<file path="src/rtl/vcfg_unit.sv">
// vcfg_unit: vector front-end configuration stage.
// Executes vsetvli/vsetivli/vsetvl locally (architectural vtype/vl) and
// forwards every other vector instruction to the dispatcher tagged with the
// vtype/vl in force at acceptance. Strictly one instruction in flight.

package vcfg_unit_pkg;

   // Decoded RVV instruction word layout
   typedef struct packed {
      logic [6:0] func7;
      logic [4:0] rs2;
      logic [4:0] rs1;
      logic [2:0] func3;
      logic [4:0] rd;
      logic [6:0] opcode;
   } rvv_instruction_t;

   localparam logic [6:0] OPC_V        = 7'b1010111;
   localparam logic [6:0] OPC_LOAD_FP  = 7'b0000111;
   localparam logic [6:0] OPC_STORE_FP = 7'b0100111;
   localparam logic [2:0] OPCFG        = 3'b111;
   localparam logic [6:0] F7_VSETVL    = 7'b1000000;

   localparam logic [2:0] EW64      = 3'b011;
   localparam logic [2:0] LMUL_RSVD = 3'b100;
   localparam logic [2:0] LMUL_1_8  = 3'b101;
   localparam logic [2:0] LMUL_1_4  = 3'b110;
   localparam logic [2:0] LMUL_1_2  = 3'b111;

   localparam logic [8:0] VTYPE_ILL = 9'h100;

   // One-hot so each handshake output is a flop bit directly
   localparam int unsigned ST_IDLE_BIT = 0;
   localparam int unsigned ST_RESP_BIT = 1;
   localparam int unsigned ST_FWD_BIT  = 2;

   typedef enum logic [2:0] {
      ST_IDLE = 3'b001,
      ST_RESP = 3'b010,
      ST_FWD  = 3'b100
   } state_e;

endpackage

module vcfg_unit
   import vcfg_unit_pkg::*;
#(
   parameter int unsigned VLEN    = 4096,
   parameter int unsigned ELEN    = 64,
   parameter int unsigned VlWidth = $clog2(VLEN) + 1
) (
   input  logic               clk_i,
   input  logic               rst_i,
   input  logic               insn_valid_i,
   output logic               insn_ready_o,
   input  logic [31:0]        insn_i,
   input  logic [63:0]        rs1_i,
   input  logic [63:0]        rs2_i,
   output logic               resp_valid_o,
   input  logic               resp_ready_i,
   output logic [63:0]        resp_result_o,
   output logic               resp_exception_o,
   output logic               vinsn_valid_o,
   input  logic               vinsn_ready_i,
   output logic [31:0]        vinsn_o,
   output logic [8:0]         vinsn_vtype_o,
   output logic [VlWidth-1:0] vinsn_vl_o,
   output logic [8:0]         vtype_o,
   output logic [VlWidth-1:0] vl_o
);

   localparam int unsigned SewBitsW = 11;

   state_e state_q, state_d;

   logic [8:0]         vtype_q, vtype_d;
   logic [VlWidth-1:0] vl_q, vl_d;
   logic [63:0]        result_q, result_d;
   logic               exc_q, exc_d;
   logic [31:0]        vinsn_q, vinsn_d;
   logic [8:0]         vinsn_vtype_q, vinsn_vtype_d;
   logic [VlWidth-1:0] vinsn_vl_q, vinsn_vl_d;

   rvv_instruction_t   insn;
   logic               accept;
   logic               is_cfg_opc;
   logic               is_vsetvli;
   logic               is_vsetivli;
   logic               is_vsetvl;
   logic               cfg_sel;
   logic               is_vec;
   logic               fwd_sel;
   logic [63:0]        vtypei;
   logic [2:0]         vlmul;
   logic [2:0]         vsew;
   logic [1:0]         frac_shift;
   logic [SewBitsW-1:0] sew_bits;
   logic [SewBitsW-1:0] elen_frac;
   logic               vill;
   logic [3:0]         sew_shift;
   logic [VlWidth-1:0] vlmax_base;
   logic [VlWidth-1:0] vlmax;
   logic [63:0]        avl;
   logic [VlWidth-1:0] vl_calc;
   logic [8:0]         new_vtype;
   logic [VlWidth-1:0] new_vl;

   // Instruction classification and vtype/vl computation for the offered word
   always_comb begin
      insn        = rvv_instruction_t'(insn_i);
      accept      = (state_q == ST_IDLE) && insn_valid_i;

      is_cfg_opc  = (insn.opcode == OPC_V) && (insn.func3 == OPCFG);
      is_vsetvli  = ~insn.func7[6];
      is_vsetivli = (insn.func7[6:5] == 2'b11);
      is_vsetvl   = (insn.func7 == F7_VSETVL);
      cfg_sel     = is_cfg_opc && (is_vsetvli || is_vsetivli || is_vsetvl);

      is_vec = ((insn.opcode == OPC_V) && (insn.func3 != OPCFG)) ||
               (((insn.opcode == OPC_LOAD_FP) || (insn.opcode == OPC_STORE_FP)) &&
                ((insn.func3 == 3'b000) || (insn.func3 == 3'b101) ||
                 (insn.func3 == 3'b110) || (insn.func3 == 3'b111)));
      // A vector instruction under an illegal vtype is answered with an exception
      fwd_sel = is_vec && ~vtype_q[8];

      if (is_vsetvli) begin
         vtypei = 64'({insn.func7[5:0], insn.rs2});
      end else if (is_vsetivli) begin
         vtypei = 64'({insn.func7[4:0], insn.rs2});
      end else begin
         vtypei = rs2_i;
      end

      vlmul = vtypei[2:0];
      vsew  = vtypei[5:3];

      unique case (vlmul)
         LMUL_1_8: frac_shift = 2'd3;
         LMUL_1_4: frac_shift = 2'd2;
         LMUL_1_2: frac_shift = 2'd1;
         default:  frac_shift = 2'd0;
      endcase

      // Fractional LMUL legality: SEW <= ELEN * LMUL
      sew_bits  = SewBitsW'(8) << vsew;
      elen_frac = SewBitsW'(ELEN) >> frac_shift;

      vill = (|vtypei[63:8]) ||
             (vsew > EW64) ||
             (vlmul == LMUL_RSVD) ||
             (vlmul[2] && (sew_bits > elen_frac));

      sew_shift  = 4'(vsew) + 4'd3;
      vlmax_base = VlWidth'(VLEN) >> sew_shift;
      if (vlmul[2]) begin
         vlmax = vlmax_base >> frac_shift;
      end else begin
         vlmax = vlmax_base << vlmul[1:0];
      end

      // Application vector length selection
      if (is_vsetivli) begin
         avl = 64'(insn.rs1);
      end else if (insn.rs1 != 5'd0) begin
         avl = rs1_i;
      end else if (insn.rd != 5'd0) begin
         avl = 64'(vlmax);
      end else begin
         avl = 64'(vl_q);
      end

      vl_calc = (avl < 64'(vlmax)) ? VlWidth'(avl) : vlmax;

      if (vill) begin
         new_vtype = VTYPE_ILL;
         new_vl    = '0;
      end else begin
         new_vtype = {1'b0, vtypei[7:6], vsew, vlmul};
         new_vl    = vl_calc;
      end
   end

   // FSM state register
   always_ff @(posedge clk_i or posedge rst_i) begin
      if (rst_i) begin
         state_q <= ST_IDLE;
      end else begin
         state_q <= state_d;
      end
   end

   // FSM next-state: one instruction in flight, released by its output handshake
   always_comb begin
      state_d = state_q;
      unique case (state_q)
         ST_IDLE: begin
            if (insn_valid_i) begin
               state_d = fwd_sel && !cfg_sel ? ST_FWD : ST_RESP;
            end
         end
         ST_RESP: begin
            if (resp_ready_i) begin
               state_d = ST_IDLE;
            end
         end
         ST_FWD: begin
            if (vinsn_ready_i) begin
               state_d = ST_IDLE;
            end
         end
         default: state_d = ST_IDLE;
      endcase
   end

   // FSM outputs: next values of CSRs and payload registers, loaded only on acceptance
   always_comb begin
      vtype_d       = vtype_q;
      vl_d          = vl_q;
      result_d      = result_q;
      exc_d         = exc_q;
      vinsn_d       = vinsn_q;
      vinsn_vtype_d = vinsn_vtype_q;
      vinsn_vl_d    = vinsn_vl_q;

      if (accept) begin
         if (cfg_sel) begin
            vtype_d  = new_vtype;
            vl_d     = new_vl;
            result_d = 64'(new_vl);
            exc_d    = 1'b0;
         end else if (fwd_sel) begin
            vinsn_d       = insn_i;
            vinsn_vtype_d = vtype_q;
            vinsn_vl_d    = vl_q;
         end else begin
            result_d = '0;
            exc_d    = 1'b1;
         end
      end
   end

   // CSR and payload registers
   always_ff @(posedge clk_i or posedge rst_i) begin
      if (rst_i) begin
         vtype_q       <= VTYPE_ILL;
         vl_q          <= '0;
         result_q      <= '0;
         exc_q         <= 1'b0;
         vinsn_q       <= '0;
         vinsn_vtype_q <= '0;
         vinsn_vl_q    <= '0;
      end else begin
         vtype_q       <= vtype_d;
         vl_q          <= vl_d;
         result_q      <= result_d;
         exc_q         <= exc_d;
         vinsn_q       <= vinsn_d;
         vinsn_vtype_q <= vinsn_vtype_d;
         vinsn_vl_q    <= vinsn_vl_d;
      end
   end

   assign insn_ready_o     = state_q[ST_IDLE_BIT];
   assign resp_valid_o     = state_q[ST_RESP_BIT];
   assign vinsn_valid_o    = state_q[ST_FWD_BIT];
   assign resp_result_o    = result_q;
   assign resp_exception_o = exc_q;
   assign vinsn_o          = vinsn_q;
   assign vinsn_vtype_o    = vinsn_vtype_q;
   assign vinsn_vl_o       = vinsn_vl_q;
   assign vtype_o          = vtype_q;
   assign vl_o             = vl_q;

endmodule
</file>
<file path="config.mk">
export PLATFORM = sky130hd
export DESIGN_NAME = vcfg_unit
export DESIGN_NICKNAME = d
export VERILOG_FILES = /design/src/rtl/vcfg_unit.sv
export SDC_FILE = /design/constraint.sdc
export NUM_CORES = 1
export LEC_CHECK = 0
export ABC_AREA = 0
export BUFFER_PORTS_ARGS = -buffer_cell sky130_fd_sc_hd__buf_4
export CORE_AREA = 4 4 119 121
export CTS_CLUSTER_DIAMETER = 60
export DETAILED_ROUTE_END_ITERATION = 8
export DIE_AREA = 0 0 123 125
export PLACE_DENSITY = 0.92
export RECOVER_POWER = 50
export SYNTH_ARGS = -nofsm -noshare
export SYNTH_HDL_FRONTEND = slang
export SYNTH_SLANG_ARGS = --single-unit
</file>
<file path="constraint.sdc">
create_clock -name clk_i -period 4.8 [get_ports clk_i]
set_input_delay 0.96 -clock clk_i [delete_from_list [all_inputs] [get_ports clk_i]]
set_output_delay 0.96 -clock clk_i [all_outputs]
set_load 0.02 [all_outputs]
</file>
; Word level (Yosys, flattened, before mapping)
; Index checks and enable logic that the tools add are counted.
[classes]
order_cmp = 3
multipliers = 0
bitwise_logic = 3
eq_ne = 20
reduce_logical = 27
shifts = 5
n_div = 0
addsub = 1
mux = 19
[ops]
columns = operator, count
row1 = 64-bit two-way mux, 6
row2 = 64-bit by 13-bit less-than comparator with 1-bit output, 1
row3 = 56-bit OR reduction, 1
row4 = 13-bit two-way mux, 4
row5 = 3-bit == test (second input constant), 8
row6 = 7-bit == test (second input constant), 2
row7 = 13-bit by 2-bit left shift with 13-bit output, 1
row8 = 13-bit by 2-bit >> shifter with 13-bit output, 1
row9 = 13-bit by 4-bit >> shifter with 13-bit output (first input constant), 1
row10 = 3-bit two-way mux, 4
row11 = 11-bit greater-than comparator, 1
row12 = 4-bit by 3-bit left shift with 11-bit output (first input constant), 1
row13 = 7-bit by 2-bit >> shifter with 11-bit output (first input constant), 1
row14 = 1-bit logical OR, 10
row15 = 5-bit nonzero test, 2
row16 = 9-bit two-way mux, 1
row17 = 3-bit case mux with 3 select lines, 1
row18 = 1-bit logical AND, 8
row19 = 2-bit inequality test (second input constant), 4
row20 = 7-bit by 3-bit == test with 1-bit output (second input constant), 1
row21 = 7-bit by 6-bit == test with 1-bit output (second input constant), 1
row22 = 2-bit case mux with 3 select lines, 1
row23 = 3-bit AND reduction, 2
row24 = 3-bit by 2-bit adder with 4-bit output (second input constant), 1
row25 = 10 further kinds, 14
[word_totals]
rom_bits = 0
word_cells = 86
regBits = 144
ram_bits = 0
latch_bits = 0
input_bits = 165
out_inout_bits = 144
mem_count = 0

; Depth between registers and ports, before layout
[depth]
word_depth = 14
ltp_mapped = 19
mapped_depth_nobuf = 15

; Worst setup path before layout
; OpenSTA, ideal clock, no wires.
[synth_timing]
path_type = input -> register
from = input port insn_i[30]
to = register result_q[1] (netlist: resp_result_o[1])
setup_time_ps = 65
path_stages = 18
required_ps = 4735
slack_ps = 69
arrival_time_ps = 4666
path_buffers = 4
path_cell_list = nand2b_1 buf_2 clkbuf_1 buf_1 mux2i_1 nand3_1 a21oi_1 mux2i_1 a31oi_1 ha_1 o21a_1 o21a_1 o2111ai_1 a41oi_1 or4_1 clkbuf_1 nor4_1 a21o_1
[synth_via]
elab_chain_len = 14
elab_cells_between_ends = 35
classes_between = 1 x add/sub / 3 x order compare / 7 x eq/ne / 5 x shift / 10 x mux / 9 x reduce/logical
[synth_lines]
columns = element, line
row1 = start: declaration, 56  ; input logic [31:0] insn_i,
row2 = 2-bit == test, 115  ; is_vsetivli = (insn.func7[6:5] == 2'b11);
row3 = 64-bit two-way mux, 128  ; end else if (is_vsetivli) begin
row4 = 64-bit two-way mux, 126  ; if (is_vsetvli) begin
row5 = 3-bit by 2-bit adder with 4-bit output / 3-bit == test (equally long branches), "153, 137"
row6 = 13-bit by 4-bit >> shifter with 13-bit output / 2-bit case mux with 3 select lines (equally long branches), "154, 137"
row7 = 13-bit by 2-bit left shift with 13-bit output / 13-bit by 2-bit >> shifter with 13-bit output (equally long branches), "158, 156"
row8 = 13-bit two-way mux, 155  ; if (vlmul[2]) begin
row9 = 13-bit two-way mux, 166  ; end else if (insn.rd != 5'd0) begin
row10 = 64-bit two-way mux, 164  ; end else if (insn.rs1 != 5'd0) begin
row11 = 64-bit two-way mux, 162  ; if (is_vsetivli) begin
row12 = 64-bit by 13-bit less-than comparator with 1-bit output, 172  ; vl_calc = (avl < 64'(vlmax)) ? VlWidth'(avl) : vlmax;
row13 = 13-bit two-way mux, 172
row14 = 13-bit two-way mux, 174  ; if (vill) begin
row15 = 64-bit two-way mux, 226  ; if (cfg_sel) begin
row16 = end signal: assignment, 255  ; result_q <= result_d;
row17 = end: declaration, 78  ; logic [63:0] result_q, result_d;
; Parallel ways exist; a longest one is shown, timed or not.
; A chain may end at the register's enable or synchronous reset.

; Worst setup path after layout
[layout_timing]
from = input port insn_i[30]
to = register vl_q[4] (netlist: vl_o[4])
[layout_via]
elab_chain_len = 13
elab_cells_between_ends = 33
classes_between = 1 x add/sub / 3 x order compare / 6 x eq/ne / 5 x shift / 9 x mux / 9 x reduce/logical
[layout_lines]
columns = element, line
row1 = 2-bit == test, 115
row2 = 64-bit two-way mux, 128
row3 = 64-bit two-way mux, 126
row4 = 3-bit by 2-bit adder with 4-bit output / 3-bit == test (equally long branches), "153, 137"
row5 = 13-bit by 4-bit >> shifter with 13-bit output / 2-bit case mux with 3 select lines (equally long branches), "154, 137"
row6 = 13-bit by 2-bit left shift with 13-bit output / 13-bit by 2-bit >> shifter with 13-bit output (equally long branches), "158, 156"
row7 = 13-bit two-way mux, 155
row8 = 13-bit two-way mux, 166
row9 = 64-bit two-way mux, 164
row10 = 64-bit two-way mux, 162
row11 = 64-bit by 13-bit less-than comparator with 1-bit output, 172
row12 = 13-bit two-way mux, 172
row13 = 13-bit two-way mux, 174
row14 = end signal: assignment, 254  ; vl_q <= vl_d;
row15 = end: declaration, 77  ; logic [VlWidth-1:0] vl_q, vl_d;
; Parallel ways exist; a longest one is shown, timed or not.

==> impl_metrics.ini <==
[outcome]
run_status = complete, but fails checks
failed_checks = capacitance limit, slew limit

[power]
finalPower_uw = 2080
p_clk_share_pct = 38.0
static-leakage-power_uw = 0.00437
net-switching-power_uw = 589
power-per-cell-area_mw_per_mm2 = 237
power.share.combinational_pct = 23.8
ir_worst_vdd_v = 0.000193
cellInternalPower_uw = 1490
sequential_share_of_power_pct = 38.2
swShare_pct = 28.3

[floorplanning]
rows = 42
chipHeight_um = 125
pin_count = 309
dieWidth_um = 123
placeableCoreArea_sq_mm = 0.0131
initial_utilization_pct = 47.5
die_area_sq_mm = 0.0154

[logic_synthesis]
synth_area_sq_mm = 0.00621
ys_ff_latch = 93
share_of_async_settable_or_async_resettable_flops_after_synthesis_pct = 100
synth.largest_area_cell = sky130_fd_sc_hd__dfrtp_1
yosysTopAreaCellShare_pct = 36.6
count_of_yosys_warnings_during_synthesis = 0
number_of_enable_type_register_cells_in_the_synthesized_netlist = 0
yosysUniqueCellTypes = 62
ys_top_cells_by_area = sky130_fd_sc_hd__dfrtp_1, sky130_fd_sc_hd__mux2_2, sky130_fd_sc_hd__buf_4, sky130_fd_sc_hd__nand2_1, sky130_fd_sc_hd__ha_1
syn_inst = 698
synth_ff_type = sky130_fd_sc_hd__dfrtp_1
synth_sequential_area_ratio_pct = 37.5
avgSynthCellArea_sq_um = 8.90

[placed_design]
place.port_buffers = 257
gp_congestion = 0.969
post_dp_cell_area_sq_mm = 0.00863
detailed_place_hpwl_mm = 17.7

[finish]
syn2layout_area_growth_pct = 41.6
final_nets = 1185
n_antenna_cell = 0
mostFrequentLayoutCells = sky130_fd_sc_hd__buf_4, sky130_fd_sc_hd__dfrtp_1, sky130_fd_sc_hd__nand2_1, sky130_fd_sc_hd__clkbuf_1, sky130_fd_sc_hd__conb_1
mostFrequentLayoutCell = sky130_fd_sc_hd__buf_4
postLayoutCellArea_sq_mm = 0.00880
n_fill_cell = 1101
drive_above_1_share_pct = 36.7

[route]
via_per_inst = 5.53
drt-wirelength-per-cell_um = 18.6
ant_nets = 0
detailroute.via_count = 6550
dr.first_iter.drc_count = 574
detail_route.drc_violations = 0
drtPass1Iterations = 5
route.final.wire_length_mm = 22.1

[sta]
grt_setup_unrepaired = false
final.period_utilization_pct = 95.1
period_needed_ns = 4.56
final.setup_skew_ns = 0.00865
final-setup-viol-count = 0
timing.final.hold_violations = 0
timing_max_transition_violations_final = 96
worst_pin_slew_ns = 2.42
maxClockFrequency_mhz = 219
slew-limit-headroom_pct = -61.9

[cts]
htreeDepth = 3
largest_buffer_count_on_any_clock_path = 2
clkLatencyLatePin_ns = 0.34
cts-buffers-inserted = 9
cts.sinks = 93
tritoncts = yes
clock-root-buffer = sky130_fd_sc_hd__clkbuf_16
cts.reportedPaths.clkPinSlew_ns = 0.07

[global_routing]
grt_antenna_before_repair = 0
grt_usage_pct = 27.9
global_route_overflow = 0
maximum_number_of_pins_on_one_net_before_global_route_repair = 57
grt_pass1_wl_mm = 34.1
number_of_global_route_vias_before_repair = 6626

[setup_path]
worst_path_cell_chain = buf_4 > buf_4 > buf_4 > nor4bb_1 > a31oi_1 > buf_4 > buf_4 > nor2_1 > a21oi_1 > a221oi_1 > nand2_1 > a311oi_1 > ha_1 > nand2_1 > nor2_1 > o2111ai_1 > a41oi_1 > or4_4 > buf_4 > o21a_1 > o31ai_1
timing.critical_path.mode_cell = sky130_fd_sc_hd__buf_4
critical-path-top-delay-family = compound AO/OA/AOI/OAI gates
critical-path-slowest-cell = sky130_fd_sc_hd__or4_4
timing.setup.critical_path_class = input port to flop
critPathRequiredTime_ns = 5.04
buf_inv_stages_crit_path = 6
start_kind = input port
arrival_ns = 4.80
type_of_destination_of_the_critical_path = flop
critPathMaxStageDelay_ns = 0.57
crit_path_max_fanout = 7

[min_path]
timing.hold.worst.class = flop to flop

[job]
maxCapViolations = 2
repair_timing:
action,CTS,global route
setup endpoints to repair,13,25
hold endpoints to repair,0,0
resized for setup,4,7
hold buffers,0,0
buffers inserted,0,0
worst min-delay path, stage by stage, from the launching register on:
cell                      delay [ns]
sky130_fd_sc_hd__dfrtp_1        0.34
sky130_fd_sc_hd__nand2_1        0.04
sky130_fd_sc_hd__o21ai_0        0.06
path summary, 6_finish.rpt:
check                       startpoint          end  slack [ns]  cells past startpoint
setup / recovery            insn_i[30]      vl_o[4]        0.24                     21
hold / removal             vinsn_o[20]  vinsn_o[20]        0.48                      2
setup reg to reg            state_q[0]     vl_o[11]        1.45                      8
hold reg to reg            vinsn_o[20]  vinsn_o[20]        0.48                      2
max in group asynchronous        rst_i  vinsn_o[30]        0.89                      3
min in group asynchronous        rst_i   vinsn_o[1]        1.29                      2
layout make-up:
class	instances	area, sq um	share of cell area (%)
multi-input cells	543	3500	39.7
repair buffers	341	2360	26.8
flip-flops and latches	93	2330	26.5
clock buffers	10	239	2.72
well taps	176	220	2.50
clock inverters	6	91.3	1.04
inverters	16	61.3	0.697
Yosys cell counts, drive strengths merged, types with 6 or more instances:
library cell	number
o211ai	9
buf	60
mux2i	16
a31oi	11
and2	12
nand2	72
or3	10
ha	16
mux2	49
nand3	31
nand2b	6
o21ai	40
a21oi	38
nor2	37
clkbuf	36
nand4	8
nor3	11
nor4	30
inv	16
o31ai	6
dfrtp	91
routing by layer:
| metal | wire length (um) | up-vias | global-route usage, % |
|---|---|---|---|
| met5 | 0 | - | 0 |
| met4 | 422 | 0 | 8.21 |
| met3 | 1740 | 34 | 4.74 |
| met2 | 11200 | 348 | 49.1 |
| met1 | 8710 | 3106 | 34.8 |
| li1 | - | 3062 | - |
state kept, by name (all words and copies together) (netlist names):
name	count
resp_exception_o	1
resp_result_o	13
state_q	3
vinsn_o	32
vinsn_vl_o	13
vinsn_vtype_o	9
vl_o	13
vtype_o	9
power by group through the flow:
| stage | Combinational, uW | Sequential (uW) | Clock, uW |
|---|---|---|---|
| floorplan | 262 | 815 | 0 |
| global placement | 480 | 810 | 0 |
| detailed placement | 485 | 811 | 0 |
| CTS | 489 | 796 | 803 |
| global route | 540 | 796 | 837 |
| finish | 496 | 796 | 792 |
cells by family (layout without fill, tap and decap cells):
family                   Yosys count  in the layout  share of synthesized area (%)
multiplexers                      65             65                           11.5
AND/OR/NAND/NOR                  248            248                           20.7
buffers and inverters            112            373                           9.97
adder cells (fa/ha/maj)           16             16                           3.22
AO/OA/AOI/OAI                    154            154                           15.9
flip-flops                        93             93                           37.5
other                              1             51                         0.0603
XOR/XNOR                           9              9                           1.27
stage by stage:
step	hold WS, ns	setup TNS, ns	worst slack [ns]	cells	utilization (%)
2_1_floorplan	0.499	0	0.0690	748	-
3_3_place_gp	0.452	-4.77	-0.282	1169	65.9
3_5_place_dp	0.471	-8.99	-0.436	1169	65.9
4_1_cts	0.488	0	0.0323	1185	68.6
5_1_grt	0.507	0	0.00878	1185	67.2
6_report	0.484	0	0.235	1185	67.2
(Power assumes the default switching activity.)
